<file path="config.mk">
export PLATFORM = sky130hd
export DESIGN_NAME = hcsr04_emu
export DESIGN_NICKNAME = d
export VERILOG_FILES = /design/src/rtl/hcsr04_emu.sv
export SDC_FILE = /design/constraint.sdc
export NUM_CORES = 1
export LEC_CHECK = 0
export ABC_AREA = 1
export CAP_MARGIN = 20
export CELL_PAD_IN_SITES_DETAIL_PLACEMENT = 1
export CELL_PAD_IN_SITES_GLOBAL_PLACEMENT = 2
export CORE_UTILIZATION = 31
export DETAILED_ROUTE_END_ITERATION = 8
export HOLD_SLACK_MARGIN = 0.1
export PLACE_DENSITY = 0.72
export SLEW_MARGIN = 10
export SYNTH_ARGS = -nofsm -noshare
export SYNTH_HDL_FRONTEND = slang
export SYNTH_SLANG_ARGS = --single-unit
export TNS_END_PERCENT = 5
</file>
<file path="constraint.sdc">
create_clock -name clk50M -period 6.4 [get_ports clk50M]
set_input_delay 1.6 -clock clk50M [delete_from_list [all_inputs] [get_ports clk50M]]
set_output_delay 1.6 -clock clk50M [all_outputs]
set_load 0.02 [all_outputs]
</file>
<file path="src/rtl/hcsr04_emu.sv">
// -----------------------------------------------------------------------------
// hcsr04_emu
//
// Emulates an HC-SR04 ultrasonic ranging sensor. A ranging controller raises
// sig_trig for at least MIN_TRIG_US; when the trigger falls the emulator waits
// BURST_US (the ultrasonic burst time of the real sensor), then drives sig_len
// high for the programmed echo width, then stays busy for HOLDOFF_US before it
// accepts another trigger.
//
// Ports
//   clk50M      in   single system clock, rising edge
//   rst         in   asynchronous, active-high reset
//   sig_trig    in   trigger from the ranging controller, asynchronous
//   echo_us     in   [15:0] echo width in us, 0 = no object (TIMEOUT_US used)
//   sig_len     out  echo pulse, registered
//   busy        out  high whenever the emulator is not idle
//   short_trig  out  one-cycle pulse: trigger rejected as too short
//   echo_done   out  one-cycle pulse on the cycle sig_len falls
// -----------------------------------------------------------------------------
module hcsr04_emu #(
    parameter int CYC_PER_US  = 50,
    parameter int MIN_TRIG_US = 10,
    parameter int BURST_US    = 200,
    parameter int TIMEOUT_US  = 38000,
    parameter int HOLDOFF_US  = 10000
) (
    input  logic        clk50M,
    input  logic        rst,
    input  logic        sig_trig,
    input  logic [15:0] echo_us,
    output logic        sig_len,
    output logic        busy,
    output logic        short_trig,
    output logic        echo_done
);

    // -------------------------------------------------------------------------
    // Derived cycle counts and counter widths
    // -------------------------------------------------------------------------
    localparam int TRIG_CYC  = MIN_TRIG_US * CYC_PER_US;
    localparam int BURST_CYC = BURST_US * CYC_PER_US;
    localparam int HOLD_CYC  = HOLDOFF_US * CYC_PER_US;

    localparam int MAX_AB  = (TRIG_CYC > BURST_CYC) ? TRIG_CYC : BURST_CYC;
    localparam int MAX_CYC = (MAX_AB > HOLD_CYC) ? MAX_AB : HOLD_CYC;
    localparam int CNT_W   = $clog2(MAX_CYC + 1);

    localparam logic [CNT_W-1:0] TRIG_SAT   = CNT_W'(TRIG_CYC);
    localparam logic [CNT_W-1:0] BURST_LAST = CNT_W'(BURST_CYC - 1);
    localparam logic [CNT_W-1:0] HOLD_LAST  = CNT_W'(HOLD_CYC - 1);
    localparam logic [CNT_W-1:0] CNT_ONE    = CNT_W'(1);

    // The echo width is counted as a 6-bit us prescaler plus a 16-bit us
    // counter, giving 65535 us at up to 64 cycles/us without overflow.
    localparam logic [5:0]  PRE_LAST    = 6'(CYC_PER_US - 1);
    localparam logic [15:0] TIMEOUT_VAL = 16'(TIMEOUT_US);

    typedef enum logic [2:0] {
        IDLE  = 3'd0,
        TRIG  = 3'd1,
        BURST = 3'd2,
        ECHO  = 3'd3,
        HOLD  = 3'd4
    } state_t;

    state_t            state;
    logic [CNT_W-1:0]  cnt;         // shared by TRIG, BURST and HOLD
    logic [5:0]        pre;         // ECHO: cycles within the current us
    logic [15:0]       us_cnt;      // ECHO: whole us elapsed
    logic [15:0]       latched_us;  // echo width frozen at trigger acceptance

    logic              sync1;
    logic              trig_s;
    logic              trig_d;
    logic [1:0]        settle;
    logic              armed;
    logic              trig_rise;

    // -------------------------------------------------------------------------
    // Helper functions
    // -------------------------------------------------------------------------

    // Trigger-high counter, saturating at the minimum valid length so that a
    // trigger held arbitrarily long never wraps into looking short.
    function automatic logic [CNT_W-1:0] trig_inc(input logic [CNT_W-1:0] c);
        return (c == TRIG_SAT) ? c : c + CNT_ONE;
    endfunction

    // Echo width to use for a new measurement: 0 means "no object", which a
    // real sensor reports as its maximum (timeout) echo.
    function automatic logic [15:0] echo_target(input logic [15:0] us);
        return (us == 16'd0) ? TIMEOUT_VAL : us;
    endfunction

    // -------------------------------------------------------------------------
    // Trigger synchronizer and edge detector
    // -------------------------------------------------------------------------
    always_ff @(posedge clk50M or posedge rst) begin
        if (rst) begin
            sync1  <= 1'b0;
            trig_s <= 1'b0;
            trig_d <= 1'b0;
        end else begin
            sync1  <= sig_trig;
            trig_s <= sync1;
            trig_d <= trig_s;
        end
    end

    // -------------------------------------------------------------------------
    // Post-reset arming
    //
    // The synchronizer flops reset to 0, so a trigger already high when reset
    // is released would appear as a fresh rising edge. Edges are accepted only
    // once the synchronizer has refilled (settle reaches 3) and trig_s has
    // actually been seen low.
    // -------------------------------------------------------------------------
    always_ff @(posedge clk50M or posedge rst) begin
        if (rst) begin
            settle <= 2'd0;
            armed  <= 1'b0;
        end else begin
            if (settle != 2'd3)
                settle <= settle + 2'd1;
            if (settle == 2'd3 && !trig_s)
                armed <= 1'b1;
        end
    end

    assign trig_rise = trig_s & ~trig_d & armed;

    // -------------------------------------------------------------------------
    // Main state machine
    //
    // Timing from the first edge E0 that samples sig_trig low:
    //   E0+1  trig_s low
    //   E0+2  TRIG sees trig_s low -> BURST
    //   +BURST_CYC edges in BURST   -> ECHO
    //   first ECHO edge raises sig_len, giving BURST_CYC+3 overall.
    // -------------------------------------------------------------------------
    always_ff @(posedge clk50M or posedge rst) begin
        if (rst) begin
            state      <= IDLE;
            cnt        <= '0;
            pre        <= 6'd0;
            us_cnt     <= 16'd0;
            latched_us <= 16'd0;
            sig_len    <= 1'b0;
            busy       <= 1'b0;
            short_trig <= 1'b0;
            echo_done  <= 1'b0;
        end else begin
            short_trig <= 1'b0;
            echo_done  <= 1'b0;

            case (state)
                IDLE: begin
                    sig_len <= 1'b0;
                    if (trig_rise) begin
                        // The edge cycle itself already has trig_s high.
                        state <= TRIG;
                        cnt   <= CNT_ONE;
                        busy  <= 1'b1;
                    end
                end

                TRIG: begin
                    if (trig_s) begin
                        cnt <= trig_inc(cnt);
                    end else if (cnt == TRIG_SAT) begin
                        state      <= BURST;
                        cnt        <= '0;
                        latched_us <= echo_target(echo_us);
                    end else begin
                        state      <= IDLE;
                        cnt        <= '0;
                        busy       <= 1'b0;
                        short_trig <= 1'b1;
                    end
                end

                BURST: begin
                    if (cnt == BURST_LAST) begin
                        state  <= ECHO;
                        cnt    <= '0;
                        pre    <= 6'd0;
                        us_cnt <= 16'd0;
                    end else begin
                        cnt <= cnt + CNT_ONE;
                    end
                end

                ECHO: begin
                    // us_cnt*CYC_PER_US + pre equals the number of ECHO edges
                    // already taken; sig_len rose on the first of them, so the
                    // pulse is complete when that total reaches the width.
                    // latched_us is never 0, so the first edge cannot end it.
                    if (us_cnt == latched_us && pre == 6'd0) begin
                        state     <= HOLD;
                        sig_len   <= 1'b0;
                        echo_done <= 1'b1;
                        cnt       <= '0;
                    end else begin
                        sig_len <= 1'b1;
                        if (pre == PRE_LAST) begin
                            pre    <= 6'd0;
                            us_cnt <= us_cnt + 16'd1;
                        end else begin
                            pre <= pre + 6'd1;
                        end
                    end
                end

                HOLD: begin
                    if (cnt == HOLD_LAST) begin
                        state <= IDLE;
                        cnt   <= '0;
                        busy  <= 1'b0;
                    end else begin
                        cnt <= cnt + CNT_ONE;
                    end
                end

                default: begin
                    state   <= IDLE;
                    cnt     <= '0;
                    sig_len <= 1'b0;
                    busy    <= 1'b0;
                end
            endcase
        end
    end

endmodule
</file>
Word-level counts from Yosys, hierarchy flattened
Index checks and enable logic that the tools add are counted.

Add/sub/neg operators: 4. Multiply operators: 0. Div/mod/pow operators: 0. $lt $le $gt $ge: 0. Equality and inequality tests: 20. Shifts and indexed selects: 0. Multiplexer cells: 35. Bitwise operators: 5. Reduce and logical (&&, ||, !) cells: 15.

Operator list (number): 19-bit two-way mux (6); 19-bit one-hot mux with 5 select lines (1); 16-bit two-way mux (4); 16-bit one-hot mux with 2 select lines (1); 19-bit by 1-bit adder with 19-bit output, second input constant (1); 19-bit by 14-bit equality test with 1-bit output, second input constant (1); 19-bit equality test, second input constant (1); 19-bit by 9-bit equality test with 1-bit output, second input constant (1); 6-bit two-way mux (3); 2-bit != test, second input constant (9); 16-bit by 1-bit adder with 16-bit output, second input constant (1); 16-bit equality test (1); 16-bit zero test (1); 3-bit two-way mux (5); 3-bit one-hot mux with 5 select lines (1); 6-bit one-hot mux with 2 select lines (1); 1-bit two-way mux (10); 5-bit AND reduction (2); 3-bit AND reduction (3); 6-bit by 1-bit adder with 6-bit output, second input constant (1); 3-bit by 2-bit equality test with 1-bit output, second input constant (2); 6-bit equality test, second input constant (1); 6-bit zero test (1); 1-bit one-hot mux with 4 select lines (1); other kinds (16) (20).

Flip-flop bits (word level): 70. Latch bits: 0. RAM bits: 0. Memory bits (read-only): 0. Input port bits: 19. Output and inout port bits: 4. Logic and storage cells: 93. Memories: 0.

Depth between registers and ports, before layout
Gate-level depths: netlist of the first run.

Depth after elaboration: 5. Gate-level depth with buffers: 13. Mapped depth without buffers: 12.

Worst setup path after synthesis of the first run
OpenSTA, ideal clock, no wires.

Path kind: input -> register. Start point: input echo_us[0]. End point: register latched_us[10]. Arrival time: 2292 ps. Required time: 6323 ps. Slack: 4030 ps. Cell stages on the path: 5. Path buffers: 0. Cell sequence: nor4_1 > nand4_1 > nand2_1 > nor2_1 > a21oi_1.

Cells in the longest elaborated chain, start to end: 2.

RTL lines: start: declaration (line 30) `input logic [15:0] echo_us,`; 16-bit zero test (line 92) `return (us == 16'd0) ? TIMEOUT_VAL : us;`; 16-bit two-way mux (line 92); end signal: assignment (line 173) `latched_us <= echo_target(echo_us);`; end: declaration (line 70) `logic [15:0] latched_us;`.

No other way between the ends. A chain may end at the register's enable or synchronous reset.

Final worst setup path of the first run
Start point: register sig_len. End point: output sig_len.

RTL lines: start: declaration (line 31) `output logic sig_len,`; start signal: assignment (line 148) `sig_len <= 1'b0;`; start signal: assignment (line 158) `sig_len <= 1'b0;`; start signal: assignment (line 200) `sig_len <= 1'b0;`.

No word-level cell between the ends.

==> results.md, run 1 <==
- Post-Syn Instances: 730
- Min-delay worst type: reg -> reg
- Maximum vdd drop: about 140 µV
- Congestion Overflow GR: 0
- First-iteration detailed-routing DRC count: 221
- DRT Wirelength: 15.83 mm
- Worst reg2reg path depth: 10
- Area growth from synthesis to layout: 13.85%
- Dpl cells: 945
- Final period util: 0.4596
- # nets final: 771
- Max-slew violations: 0
- Hold Vio Cnt, Final: 0
- Setup TNS Final: 0 ps
- Overall routing resource usage: 0.2096
- R2R setup slack: 3770 ps
- Fillers: slightly below 2000
- Total die area: about 16000 µm²
- Yosys warning total: 0
- Startpoint Class: flip-flop
- PwrDens: 218.1 nW/µm²
- H-tree depth: 3
- Clock Path Buffers: 2
- Top cell type's share of synthesized area: 0.3579
- Worst setup EP type: output pin
- Post-synthesis compound-gate area fraction: 0.05266
- WP buf/inv: 1
- Fin worst setup slack: between 3000 and 4000 ps
- Largest family of logic cells by synthesized area: simple AND/OR/NAND/NOR gates
- Layout cell share with drive strength beyond 1: 0.06667
- Vias: roughly 4800
- Drc violations: 0
- Number of gates resized after CTS: 0
- Max Freq: approximately 340 MHz
- Via-to-Cell Ratio: about 5.0
- Post-route ant nets: 0
- Setup Slack @ Placement: around 3200 ps
- Dpl hpwl: 11.59 mm
- CTS buffer count: 9
- Fin util: 0.3639
- Seq cells post-synth: 70
- CP arrival: 1340 ps
- Clock skew: slightly below 10 ps
- # clock sinks: 70
- I/O pins: 23
- WS Path Type: reg -> out
- Rows: 45
- Max cap viols: 0
- Data required time at the worst endpoint: between 4000 and 5000 ps
- Initial Util: 0.3196
- CORE AREA: 15310 µm²
- First-pass GRT wire length: around 26 mm
- Post-synthesis adder-cell area fraction: 0.01789
- Pin count of the biggest net entering global routing: 37
- RR Startpoint: pre[0]
- Yosys top cell by area: dfrtp_1
- Synthesized area: about 4900 µm²
- Slowest CP cell: clkdlybuf4s50_1
- CP max FO: 2
- Worst Hold Path EP: trig_s
- First drt pass iteration count: 4
- Synth Area in XOR/XNOR: 0.03579
- Top cells by area, synth: dfrtp_1, nand2_1, nor2_1
- Final instance area: between 5000 and 6000 µm²
- Worst Hold Depth: 0
- Mapped Nets: 756
- Mean Syn Cell Area: approximately 6.7 µm²
- Tmin final: ~3000 ps
- Placer Congestion: 0.8429
- Mux share of post-synthesis cell area: 0.002301
- Cell family with most CP delay: buffers and inverters
- Hold_sp: sync1
- IO buf count: 22
- Die width: 127.7 µm
- Pin slew with the least headroom to its limit: 820.9 ps
- Cts hold-fix bufs: 0
- Placed Instance Area: 5273 µm²
- CTS tree: yes
- Initial antenna violation count: 0
- WL/cell: about 16 µm
- RSZ-0062 raised after global routing: false
- Floorplan die height: roughly 130 µm
- Relative slew slack: 0.4519
- Clock root cell: clkbuf_16
- Pleak: between 2 and 3 nW
- Vias in the first global route: slightly below 5000
- Clock transition at path regs: 60 ps
- Diodes inserted: 0
- Simple-gate share of the synthesized area: 0.4381
- RR Endpoint: us_cnt[2]
- Status: finished clean
- CP peak stage delay: 630 ps
- CP cell instances: clkdlybuf4s50_1
- Non-Filler Instances: between 900 and 1000
- Netlist cell types: between 40 and 50
- Worst skew pair latency: 350 ps
- Post-synthesis sequential area ratio: 0.3579
- Final setup fails: 0
- Post-CTS Setup Bufs: 0
## where the power goes
part           leakage, nW  switching (mW)  internal [mW]
Sequential           0.898          0.0250          0.461
Combinational         1.57           0.143         0.0670
Clock                0.148           0.209          0.311
## cell families after synthesis
kind of cell,count (synthesis)
mux,1
buf+inv,112
flops,70
compound gates,42
fa+ha+maj,7
xor+xnor,20
simple gates,478
## registers in the layout, summed over array words and instances (netlist names)
name and cells:
trig_d 1, busy 1, echo_done 1, armed 1, pre 6, settle 2, us_cnt 16, sync1 1
state 3, cnt 19, latched_us 16, short_trig 1, trig_s 1, sig_len 1
## worst max-delay path by stage
stage,slack [ps],from,cells after the start,to
6_report,3460,sig_len,1,sig_len
5_1_grt,3380,rst,3,pre[5]
4_1_cts,3420,sig_len,1,sig_len
3_5_place_dp,3170,rst,3,us_cnt[4]
3_3_place_gp,3210,rst,3,us_cnt[4]
2_1_floorplan,3030,rst,1,armed
## per-layer routing
layer / vias up / wire, µm / track usage
li1: 2362 / - / -
met1: 2342 / 7693 / 0.2749
met2: 49 / 7492 / 0.3500
met3: 17 / 407 / 0.04007
met4: 0 / 239 / 0.06298
met5: - / 0 / 0
## cell type report
type / instances / area, µm² / share of cell area
Timing Repair Buffer: 24 / 235.2 / 0.04221
Multi-Input combinational cell: 548 / 2676 / 0.4802
Inverter: 92 / 345.3 / 0.06197
Sequential cell: 70 / 1752 / 0.3143
Clock buffer: 10 / 239.0 / 0.04288
Clock inverter: 6 / 61.31 / 0.01100
Tap cell: 211 / 264.0 / 0.04737
## Yosys cell counts (all sizes together)
cell and number:
inv 92, and3 1, mux2 1, buf 12, nand3 76, nor3 13, o21bai 1, nor3b 1
nor4 4, o31ai 3, a21oi 14, dfrtp 70, nand3b 1, xnor2 5, o21a 3, ha 7
nand4 39, a31oi 1, o21ai 20, xor2 15, nand2 240, or2 2, clkbuf 8, nor2 101
## metrics by stage
stage / total power, mW / hold slack, ps
2_1_floorplan: 0.6326 / 331.2
3_3_place_gp: 0.7034 / 337.6
3_5_place_dp: 0.7055 / 347.2
4_1_cts: 1.240 / 360.0
5_1_grt: 1.275 / 377.0
6_report: 1.216 / 361.0
## cells in the final DEF, fill, tap and decap left out, types with 12 or more instances in the layout
cell type / Yosys / layout
o21ai_0: 17 / 17
nand2_1: 234 / 234
a21oi_1: 14 / 14
nand3_1: 71 / 71
dfrtp_1: 70 / 70
nor3_1: 12 / 12
xor2_1: 15 / 15
nand4_1: 38 / 38
inv_1: 84 / 83
nor2_1: 97 / 97
clkdlybuf4s50_1: 0 / 22
Note: power is estimated with default switching activity, not from simulation.
==> run 2, diff against run 1 <==
==> constraint.sdc (replaced) <==
create_clock -name clk50M -period 2.82 [get_ports clk50M]
set_input_delay 0.705 -clock clk50M [delete_from_list [all_inputs] [get_ports clk50M]]
set_output_delay 0.705 -clock clk50M [all_outputs]
set_load 0.02 [all_outputs]
==> results.md, run 2 (synthesized netlist as in run 1, its figures left out) <==
- Final period util: 0.8381
- Max Freq: approximately 420 MHz
- Max-slew violations: 0
- # clock sinks: 70
- Post-route ant nets: 0
- Area growth from synthesis to layout: 15.29%
- Clock transition at path regs: roughly 60 ps
- CP startpoint: cnt[0]
- Worst Hold Depth: 0
- Hold_sp: sync1
- Total die area: between 15000 and 20000 µm²
- Largest regs: cnt (19), latched_us (16), us_cnt (16)
- Status: finished clean
- CP cell instances: ha_1 -> nand3_1 -> inv_1 -> nand3_1 -> nor2_1 -> nor2_2 -> inv_2 -> nand3_4 -> nand2_1 -> nand2_1
- Dpl hpwl: roughly 12 mm
- RSZ-0062 raised after global routing: false
- First-pass GRT wire length: about 27 mm
- I/O pins: 23
- DRT Wirelength: ~16 mm
- WL/cell: about 16 µm
- RR Endpoint: us_cnt[3]
- Setup TNS Final: 0 ps
- Slowest CP cell: dfrtp_1
- Clock Path Buffers: 2
- CP peak stage delay: between 400 and 500 ps
- Maximum vdd drop: about 270 µV
- First drt pass iteration count: 4
- H-tree depth: 3
- RR Startpoint: cnt[0]
- Min-delay worst type: reg -> reg
- Die width: 127.7 µm
- Fillers: about 2000
- WS Path Type: reg -> reg
- Pleak: about 2.7 nW
- Commonest non-fill, non-tap cells in the layout: nand2_1, nor2_1, inv_1
- CORE AREA: approximately 15000 µm²
- First-iteration detailed-routing DRC count: between 150 and 200
- Pin slew with the least headroom to its limit: around 700 ps
- Rows: 45
- Clock skew: slightly below 10 ps
- Setup Slack @ Placement: between 500 and 600 ps
- Fin worst setup slack: between 400 and 500 ps
- Floorplan die height: roughly 130 µm
- Vias in the first global route: between 4000 and 5000
- Max reg flops: 19
- Cts hold-fix bufs: 0
- Diodes inserted: 0
- Congestion Overflow GR: 0
- Worst setup EP type: flip-flop
- Pin count of the biggest net entering global routing: around 70
- Data required time at the worst endpoint: between 3000 and 4000 ps
- Vias: 4792
- CP max FO: 21
- Worst reg2reg path depth: 10
- Max cap viols: 0
- PwrDens: 494.5 nW/µm²
- Largest reg by FF count: cnt
- Initial Util: 0.3196
- Final setup fails: 0
- Hold Vio Cnt, Final: 0
- CTS tree: yes
- Placer Congestion: approximately 0.84
- Worst skew pair latency: around 350 ps
- Register area: 1752 µm²
- Via-to-Cell Ratio: roughly 5
- Post-CTS Setup Bufs: 0
- IO buf count: 22
- Placed Instance Area: 5338 µm²
- Overall routing resource usage: 0.2139
- Number of gates resized after CTS: 0
- Initial antenna violation count: 0
- Final instance area: 5643 µm²
- Relative slew slack: 0.5344
- CP arrival: between 2000 and 3000 ps
- Worst Hold Path EP: trig_s
- Commonest non-fill, non-tap cell in the layout: nand2_1
- Startpoint Class: flip-flop
- Clock root cell: clkbuf_16
- Drc violations: 0
- # nets final: roughly 800
- Multi-input gate area: about 2700 µm²
- Tmin final: between 2000 and 2500 ps
- CTS buffer count: 9
- R2R setup slack: between 400 and 500 ps
- Layout cell share with drive strength beyond 1: 0.07530
-- run 2: changes by cell type in the layout (fill, tap and decap cells not counted) --
cell	change
clkbuf_8	-1
inv_6	+2
clkinv_2	-2
inv_8	+1
buf_12	+1
buf_4	+6
-- run 2: power breakdown --
part | switching, mW | total [mW] | internal (mW)
Combinational | 0.336 | 0.493 | 0.158
Sequential | 0.0541 | 1.10 | 1.05
Clock | 0.501 | 1.20 | 0.697
-- run 2: worst max path at each step --
stage | endpoint | slack (ps)
global placement | latched_us[12] | 550
global route | us_cnt[10] | 230
detailed placement | us_cnt[5] | 500
CTS | us_cnt[3] | 480
finish | us_cnt[3] | 460
floorplan | armed | 350
-- run 2: metal layers --
metal | wire (µm) | up-vias | global-route usage
met5 | 0 | - | 0
met4 | 261 | 0 | 0.07543
met3 | 443 | 16 | 0.02546
met2 | 7496 | 59 | 0.3510
met1 | 7752 | 2344 | 0.2908
li1 | - | 2373 | -
-- run 2: stage by stage --
| stage | power, mW | instances | util | hold WS (ps) |
|---|---|---|---|---|
| global placement | 1.607 | 952 | 0.3485 | 335.8 |
| finish | 2.791 | 968 | 0.3685 | 348.9 |
| CTS | 2.825 | 968 | 0.3685 | 351.3 |
| detailed placement | 1.615 | 952 | 0.3485 | 336.3 |
| global route | 2.918 | 968 | 0.3685 | 363.5 |
| floorplan | 1.436 | 730 | - | 331.2 |
-- run 2: area by class of cell --
| type | instances | share of cell area |
|---|---|---|
| multi-input cells | 548 | 0.4743 |
| flip-flops and latches | 70 | 0.3104 |
| inverters | 92 | 0.06120 |
| repair buffers | 31 | 0.05322 |
| well taps | 211 | 0.04678 |
| clock buffers | 9 | 0.03991 |
| clock inverters | 7 | 0.01419 |
-- run 2: critical path, delay by kind of cell, from the launching register on --
kind                       cells  cell delay, ps
buffers and inverters          2             510
DFF                            1             480
and+or+nand+nor                7             980
adders and majority gates      1             280
